`src/rtl/fault_recovery_ctrl.sv`:
```
`default_nettype none
// ============================================================================
//  Module   : fault_recovery_ctrl
//  Purpose  : Pipeline fault recovery sequencer. When a qualified fault is seen
//             while idle, it flushes and stalls the pipeline, then issues a
//             one-cycle replay redirect to the faulting PC. If the same
//             instruction faults too many times in a row, it raises a level
//             trap that is held until the handler acknowledges it.
//
//  Ports    : clk            - rising-edge clock
//             rst_n          - asynchronous active-low reset
//             fault_detected - fault flag for the instruction under check
//             instr_valid    - qualifies fault_detected
//             fault_pc       - PC of the instruction under check
//             retire         - instruction committed cleanly (clears retries)
//             trap_ack       - trap handler acknowledge
//             stall          - freeze fetch/decode (FLUSH and TRAP)
//             flush          - kill in-flight pipeline contents (FLUSH)
//             redirect_valid - one-cycle replay strobe (REPLAY)
//             redirect_pc    - PC captured at the last accepted fault
//             trap           - unrecoverable fault, level
//             retry_count    - consecutive retries of the current instruction
//             fault_count    - accepted faults since reset, saturating
//             busy           - controller not idle
//
//  Revision : 1.0 - initial release
// ============================================================================
module fault_recovery_ctrl #(
  parameter int XLEN         = 32,
  parameter int MAX_RETRY    = 2,
  parameter int FLUSH_CYCLES = 2,
  parameter int FCNT_W       = 16
) (
  input  logic              clk,
  input  logic              rst_n,
  input  logic              fault_detected,
  input  logic              instr_valid,
  input  logic [XLEN-1:0]   fault_pc,
  input  logic              retire,
  input  logic              trap_ack,
  output logic              stall,
  output logic              flush,
  output logic              redirect_valid,
  output logic [XLEN-1:0]   redirect_pc,
  output logic              trap,
  output logic [2:0]        retry_count,
  output logic [FCNT_W-1:0] fault_count,
  output logic              busy
);

  typedef enum logic [1:0] {
    ST_IDLE   = 2'd0,
    ST_FLUSH  = 2'd1,
    ST_REPLAY = 2'd2,
    ST_TRAP   = 2'd3
  } state_e;

  // The flush counter counts down to zero, so it is loaded with one less
  // than the number of flush cycles on entry to FLUSH.
  localparam logic [3:0] FLUSH_LOAD = 4'(FLUSH_CYCLES - 1);
  localparam logic [2:0] RETRY_MAX  = 3'(MAX_RETRY);

  state_e              state_q,     state_d;
  logic [3:0]          flush_cnt_q, flush_cnt_d;
  logic [2:0]          retry_q,     retry_d;
  logic [FCNT_W-1:0]   fault_cnt_q, fault_cnt_d;
  logic [XLEN-1:0]     pc_q,        pc_d;
  logic                stall_q,     stall_d;
  logic                flush_q,     flush_d;
  logic                redir_q,     redir_d;
  logic                trap_q,      trap_d;
  logic                busy_q,      busy_d;

  logic                fault_accept;

  assign fault_accept = fault_detected & instr_valid;

  always_comb begin
    state_d     = state_q;
    flush_cnt_d = flush_cnt_q;
    retry_d     = retry_q;
    fault_cnt_d = fault_cnt_q;
    pc_d        = pc_q;

    case (state_q)
      ST_IDLE: begin
        if (fault_accept) begin
          // A fault in the same cycle as retire takes priority, so the
          // retry count is never cleared on this path.
          pc_d = fault_pc;
          if (fault_cnt_q != {FCNT_W{1'b1}}) begin
            fault_cnt_d = fault_cnt_q + FCNT_W'(1);
          end
          if (retry_q < RETRY_MAX) begin
            retry_d     = retry_q + 3'd1;
            flush_cnt_d = FLUSH_LOAD;
            state_d     = ST_FLUSH;
          end else begin
            state_d = ST_TRAP;
          end
        end else if (retire) begin
          retry_d = 3'd0;
        end
      end
      ST_FLUSH: begin
        if (flush_cnt_q == 4'd0) begin
          state_d = ST_REPLAY;
        end else begin
          flush_cnt_d = flush_cnt_q - 4'd1;
        end
      end
      ST_REPLAY: begin
        state_d = ST_IDLE;
      end
      ST_TRAP: begin
        if (trap_ack) begin
          retry_d = 3'd0;
          state_d = ST_IDLE;
        end
      end
      default: begin
        state_d = ST_IDLE;
      end
    endcase

    // Outputs are decoded from the next state and registered, so each one
    // lines up exactly with the state it belongs to.
    stall_d = (state_d == ST_FLUSH) || (state_d == ST_TRAP);
    flush_d = (state_d == ST_FLUSH);
    redir_d = (state_d == ST_REPLAY);
    trap_d  = (state_d == ST_TRAP);
    busy_d  = (state_d != ST_IDLE);
  end

  always_ff @(posedge clk or negedge rst_n) begin
    if (!rst_n) begin
      state_q     <= ST_IDLE;
      flush_cnt_q <= 4'd0;
      retry_q     <= 3'd0;
      fault_cnt_q <= '0;
      pc_q        <= '0;
      stall_q     <= 1'b0;
      flush_q     <= 1'b0;
      redir_q     <= 1'b0;
      trap_q      <= 1'b0;
      busy_q      <= 1'b0;
    end else begin
      state_q     <= state_d;
      flush_cnt_q <= flush_cnt_d;
      retry_q     <= retry_d;
      fault_cnt_q <= fault_cnt_d;
      pc_q        <= pc_d;
      stall_q     <= stall_d;
      flush_q     <= flush_d;
      redir_q     <= redir_d;
      trap_q      <= trap_d;
      busy_q      <= busy_d;
    end
  end

  assign stall          = stall_q;
  assign flush          = flush_q;
  assign redirect_valid = redir_q;
  assign redirect_pc    = pc_q;
  assign trap           = trap_q;
  assign retry_count    = retry_q;
  assign fault_count    = fault_cnt_q;
  assign busy           = busy_q;

endmodule
`default_nettype wire
```
`config.mk`:
```
export PLATFORM = sky130hd
export DESIGN_NAME = fault_recovery_ctrl
export DESIGN_NICKNAME = d
export VERILOG_FILES = /design/src/rtl/fault_recovery_ctrl.sv
export SDC_FILE = /design/constraint.sdc
export NUM_CORES = 1
export LEC_CHECK = 0
export ABC_AREA = 1
export CORE_MARGIN = 2
export CORE_UTILIZATION = 46
export DETAILED_ROUTE_END_ITERATION = 8
export PLACE_DENSITY_LB_ADDON = 0.1
export SYNTH_ARGS = -nofsm -noshare
export SYNTH_HDL_FRONTEND = slang
export SYNTH_SLANG_ARGS = --single-unit
```
`constraint.sdc`:
```
create_clock -name clk -period 1.6 [get_ports clk]
set_input_delay 0.4 -clock clk [delete_from_list [all_inputs] [get_ports clk]]
set_output_delay 0.4 -clock clk [all_outputs]
set_load 0.02 [all_outputs]
```
==> results of run 1 <==
==> per-layer routing <==
metal  up-vias  track usage [%]  part of all wire [%]  wire (um)
li1       1312                -                     -          -
met1      1207             26.0                    43       2900
met2        74             35.2                    48       3220
met3        12             6.41                   6.8        456
met4         0             9.67                   1.7        112
met5         -                0                     0          0
==> worst paths after layout <==
path                                               to  cells after the start                        start  slack [ns]
hold reg to reg            redirect_pc[1]$_DFFE_PN0P_                      2   redirect_pc[1]$_DFFE_PN0P_        0.47
setup / recovery                      fault_count[14]                      1  fault_count[14]$_DFFE_PN0P_        0.05
max in group asynchronous  fault_count[0]$_DFFE_PN0P_                      2                        rst_n        1.24
setup reg to reg           fault_count[2]$_DFFE_PN0P_                      8   fault_count[1]$_DFFE_PN0P_        0.12
hold / removal             flush_cnt_q[1]$_DFFE_PN0P_                      2                        rst_n        0.06
min in group clk           redirect_pc[1]$_DFFE_PN0P_                      2   redirect_pc[1]$_DFFE_PN0P_        0.47
==> cell usage in the layout, fill, tap and decap left out <==
| cell | netlist | routed |
|---|---|---|
| nand2_1 | 193 | 193 |
| nand4_1 | 5 | 5 |
| nand3b_1 | 1 | 1 |
| nor2_1 | 21 | 20 |
| ha_4 | 0 | 1 |
| clkinvlp_4 | 0 | 3 |
| o21ai_0 | 4 | 4 |
| o21ai_1 | 1 | 1 |
| xor2_1 | 3 | 3 |
| inv_2 | 4 | 4 |
| a21oi_1 | 3 | 3 |
| buf_2 | 4 | 1 |
| ha_1 | 4 | 3 |
| nand3_2 | 2 | 2 |
| or2_0 | 1 | 1 |
| dfrtp_1 | 62 | 61 |
| clkinv_2 | 0 | 2 |
| nor2_4 | 2 | 3 |
| clkbuf_2 | 0 | 1 |
| dfrtp_2 | 0 | 1 |
| clkdlybuf4s50_1 | 0 | 36 |
| o22ai_1 | 1 | 1 |
| xnor2_1 | 4 | 4 |
| inv_1 | 17 | 17 |
| dlygate4sd2_1 | 0 | 52 |
| o21ai_4 | 1 | 1 |
| clkdlybuf4s15_1 | 0 | 3 |
| clkbuf_8 | 0 | 9 |
| nor2_2 | 3 | 3 |
| clkinv_4 | 0 | 1 |
| inv_6 | 0 | 1 |
| buf_4 | 1 | 14 |
| nand3_1 | 14 | 14 |
| or2_2 | 1 | 1 |
| buf_12 | 0 | 2 |
==> area by class of cell <==
type / count / area [sq um]
multi-input cells: 264 / 1180
clock buffers: 9 / 124
flip-flops and latches: 62 / 1550
inverters: 21 / 78.8
fillers: 550 / 1880
repair buffers: 109 / 1000
well taps: 75 / 93.8
clock inverters: 7 / 50.0
==> state kept, by name, indices dropped and copies added, names as in the netlist <==
signal / flops
flush_cnt_q: 4
busy: 1
redirect_pc: 32
trap: 1
stall: 1
flush: 1
fault_count: 16
retry_count: 3
redirect_valid: 1
state_q: 2
==> cell families (layout without fill, tap and decap cells) <==
| family | count (synthesis) | after routing | share of synthesized area (%) |
|---|---|---|---|
| AND/OR/NAND/NOR | 243 | 243 | 34.6 |
| flip-flops | 62 | 62 | 54.5 |
| buffers and inverters | 30 | 146 | 4.79 |
| AO/OA/AOI/OAI | 10 | 10 | 2.20 |
| XOR/XNOR | 7 | 7 | 2.15 |
| adder cells (fa/ha/maj) | 4 | 4 | 1.76 |
==> through the flow <==
step	hold slack [ns]	std cells	TNS, ns	area [sq um]
6_report	0.0647	547	0	4080
4_1_cts	0.0677	544	0	4040
3_3_place_gp	0.437	528	-4.29	3930
5_1_grt	0.0835	547	0	4080
2_1_floorplan	0.104	356	0	2850
3_5_place_dp	0.435	528	-6.23	3930
==> power by group <==
part / internal, mW / total [mW] / switching [mW]
registers: 2.15 / 2.50 / 0.350
logic: 1.05 / 2.75 / 1.70
clock network: 0.563 / 1.21 / 0.645
==> repair_timing <==
| item | CTS | global route |
|---|---|---|
| buffers inserted | 0 | 3 |
| setup endpoints to repair | 56 | 18 |
| resized for setup | 56 | 10 |
| pin swaps | 0 | 1 |
==> results by group, run 1 <==
Status
  – Status: finished, final reports clean

Critical path
  – Crit. End Element: output port
  – CP max-delay cell: dfrtp_1
  – Worst-path cell chain: dlygate4sd2_1
  – Worst Path Required: 1.20 ns
  – Peak per-stage delay on the critical path: 0.44 ns
  – Critical Path AT: 1.15 ns
  – Critical path launch point type: register
  – CP Class: reg2out
  – CP top delay family: flip-flops
  – Highest fanout seen on the critical path: 6
  – CP Buf/Inv Count: 1

Synthesis
  – Post-synth top area share: 54.5%
  – Synth area leaders: dfrtp_1, nand2_1, nor2_1
  – Count leader, synth: nand2_1
  – Syn_area_per_cell: 8.00 sq um
  – Post-Syn Area: 2850 sq um
  – Number of flops mapped to enable cells by yosys: 0
  – Synth warnings: 0
  – Cells after Synth: 356
  – Post-synthesis async set-or-reset flop share: 100%
  – Yosys reg bits: 62
  – Top_reg_cell synth: dfrtp_1
  – Count of cell types in the netlist: 25
  – Commonest cells post-synth: nand2_1, dfrtp_1, nor2_1
  – Syn_nets: 398
  – Sequential area share after synthesis: 54.5%
  – Leading area contributor after synthesis: dfrtp_1

Global route
  – Initial antenna violation count: 0
  – Total gr overflow: 0
  – Number of global-route vias before repair: 2,553
  – Largest net degree at the start of global routing: 63
  – First-pass GRT wire length: 11,100 um
  – Total track usage: 21.4%

CTS
  – Clk slew on worst S/H paths: 0.07 ns
  – CTS root buf: clkbuf_8
  – TritonCTS Sinks: 62
  – Clock Path Buffers: 2
  – Hold_buf cts: 0
  – CTS tree: done
  – H-tree Lvls: 3
  – Clock Latency Late Sink: 0.34 ns
  – Total CTS buffers: 9

Routing
  – Drt drc: 0
  – Initial DRC count: 147
  – WL final: 6690 um
  – Drt first pass iters: 4
  – Via density: 4.76
  – Post-DR wirelength/cell: 12.2 um
  – Final ANT Viol Nets: 0
  – Via Count: 2,605

Die
  – # IOs: 94
  – # rows: 28
  – Die area: 6840 sq um
  – DIE HEIGHT: 82.7 um
  – Core Box Area: 5960 sq um
  – Initial Util: 47.8%
  – Die X: 82.7 um

Placed design
  – IO Port Bufs: 93
  – DP HPWL: 4830 um
  – Final Wtd Congestion: 0.856
  – Pre-CTS WS: -0.183 ns

Final layout
  – # nets final: 509
  – Antenna Cells: 0
  – Area grow syn2layout: 43.3%
  – Fin util: 68.5%
  – Share of layout cells above drive strength 1: 10.6%

Timing
  – Worst slew pin tran: 0.342 ns
  – Setup violators final: 0
  – Final period utilization: 96.7%
  – Pins over their slew limit: 0
  – Final hold violation count: 0
  – Final worst slack: 0.0532 ns
  – RSZ-0062 raised after global routing: false
  – Max Freq: 0.646 GHz
  – Slew HR: 77.1%
  – Tmin final: 1.55 ns
  – Final clock skew: 0.00569 ns

Hold path
  – Hold WC Path Type: in2async

Job
  – Max-cap viol count: 0

Pwr
  – Total power: 6.45 mW
  – Pleak: 2.22 nW
  – Peak supply drop: 0.934 mV
  – PwrDens: 1580 nW/um^2
Note: power is estimated with default switching activity, not from simulation.
==> run 2: changes to the inputs <==
Settings changed: GPL_ROUTABILITY_DRIVEN set to 0.
==> results of run 2 <==
The final DEF is identical to that of run 1; final timing and power are the same.
==> run 3: changes to the inputs <==
Settings changed: CORE_UTILIZATION 46 to 45, GPL_ROUTABILITY_DRIVEN 0 to 1.
==> results by group, run 3 (same netlist as run 1, synthesis figures left out) <==
Global route
  – Initial antenna violation count: 0
  – Total track usage: 19.8%
  – Number of global-route vias before repair: 2,556
  – Largest net degree at the start of global routing: 63
  – Total gr overflow: 0
  – First-pass GRT wire length: 11,200 um

Critical path
  – CP max-delay cell: dfrtp_1
  – Highest fanout seen on the critical path: 5
  – Crit. End Element: output port
  – Critical Path AT: 1.14 ns
  – Critical path launch point type: register
  – CP Buf/Inv Count: 1
  – Peak per-stage delay on the critical path: 0.44 ns
  – CP Class: reg2out
  – Worst Path Required: 1.20 ns
  – Worst-path cell chain: dlygate4sd2_1
  – CP top delay family: flip-flops

Placed design
  – DP HPWL: 4750 um
  – Placed Area: 3940 sq um
  – Pre-CTS WS: -0.115 ns
  – Final Wtd Congestion: 0.769
  – IO Port Bufs: 93

Final layout
  – # nets final: 509
  – Area grow syn2layout: 45.3%
  – Antenna Cells: 0
  – Layout fillers: 512
  – Final Cell Area: 4140 sq um
  – Commonest non-fill, non-tap cell in the layout: nand2_1
  – Max reg flops: 32
  – Commonest cells after routing, fill and taps aside: nand2_1, dfrtp_1, dlygate4sd2_1
  – Share of layout cells above drive strength 1: 10.8%

Routing
  – Post-DR wirelength/cell: 12.3 um
  – Initial DRC count: 149
  – Via Count: 2,597
  – Via density: 4.75
  – WL final: 6720 um
  – Drt drc: 0
  – Final ANT Viol Nets: 0
  – Drt first pass iters: 4

Timing
  – Pins over their slew limit: 0
  – TNS Setup: 0 ns
  – Final worst slack: 0.0623 ns
  – RSZ-0062 raised after global routing: false
  – Slew HR: 76.1%
  – Final hold violation count: 0
  – Worst slew pin tran: 0.357 ns
  – Max Freq: 0.650 GHz
  – Final clock skew: 0.00970 ns
  – Setup violators final: 0
  – Final period utilization: 96.1%
  – Tmin final: 1.54 ns
  – Worst Hold Margin: 0.0659 ns

Pwr
  – Peak supply drop: 0.881 mV
  – PwrDens: 1650 nW/um^2
  – Pleak: 2.26 nW
  – Total power: 6.81 mW

CTS
  – CTS tree: done
  – Hold_buf cts: 0
  – Clk slew on worst S/H paths: 0.07 ns
  – Clock Path Buffers: 2
  – Clock Latency Late Sink: 0.33 ns
  – CTS root buf: clkbuf_8
  – TritonCTS Sinks: 62
  – Total CTS buffers: 9
  – H-tree Lvls: 3

Die
  – Die area: 6980 sq um
  – # rows: 28
  – DIE HEIGHT: 83.6 um
  – Core Box Area: 6030 sq um
  – # IOs: 94
  – Initial Util: 47.3%
  – Die X: 83.6 um

Hold path
  – Hold WC Path Type: in2async

Job
  – Max-cap viol count: 0

Status
  – Status: finished, final reports clean
-- run 3: cell count changes in the layout (fill, tap and decap cells not counted), moves of 2 or more --
cell	delta
clkdlybuf4s15_1	-3
bufinv_16	+2
clkinvlp_4	-2
dlygate4sd2_1	+4
dfrtp_2	+4
dfrtp_1	-4
clkbuf_8	+2
-- run 3: final cells by class --
class                           instances  area, sq um  area share, %
Timing Repair Buffer                  109         1000           24.2
Clock buffer                           11          151           3.66
Inverter                               21         78.8           1.91
Multi-Input combinational cell        264         1170           28.3
Sequential cell                        62         1560           37.7
Clock inverter                          5         81.3           1.97
Tap cell                               75         93.8           2.27
-- run 3: routing by layer --
metal | vias up | wire length, um | GRT usage [%]
met5 | - | 0 | 0
met4 | 0 | 90 | 7.18
met3 | 9 | 527 | 6.23
met2 | 74 | 3210 | 33.3
met1 | 1202 | 2890 | 24.1
li1 | 1312 | - | -
-- run 3: worst paths after layout --
kind / startpoint / to / slack [ns] / cells past startpoint
worst min-delay path: rst_n / retry_count[2]$_DFFE_PN0P_ / 0.07 / 2
max in group asynchronous: rst_n / fault_count[0]$_DFFE_PN0P_ / 1.24 / 2
worst min register to register: redirect_pc[18]$_DFFE_PN0P_ / redirect_pc[18]$_DFFE_PN0P_ / 0.47 / 2
worst max register to register: fault_count[8]$_DFFE_PN0P_ / fault_count[15]$_DFFE_PN0P_ / 0.16 / 8
worst max-delay path: fault_count[3]$_DFFE_PN0P_ / fault_count[3] / 0.06 / 1
min in group clk: redirect_pc[18]$_DFFE_PN0P_ / redirect_pc[18]$_DFFE_PN0P_ / 0.47 / 2
-- run 3: through the flow --
step           utilization [%]  instances
2_1_floorplan                -        356
3_3_place_gp              65.4        529
3_5_place_dp              65.4        529
4_1_cts                   68.1        545
5_1_grt                   68.6        547
6_report                  68.6        547
-- run 3: where the power goes --
part | total [mW] | leakage, nW | internal (mW) | switching [mW]
Clock | 1.58 | 0.116 | 0.962 | 0.614
Sequential | 2.50 | 0.789 | 2.15 | 0.346
Combinational | 2.73 | 1.36 | 1.05 | 1.68
-- run 3: what timing repair did --
item	4_1_cts	5_1_grt
gates resized for setup	56	7
pin swaps	0	1
buffers inserted	0	2
cloned	0	0
endpoints found under the setup margin	58	17
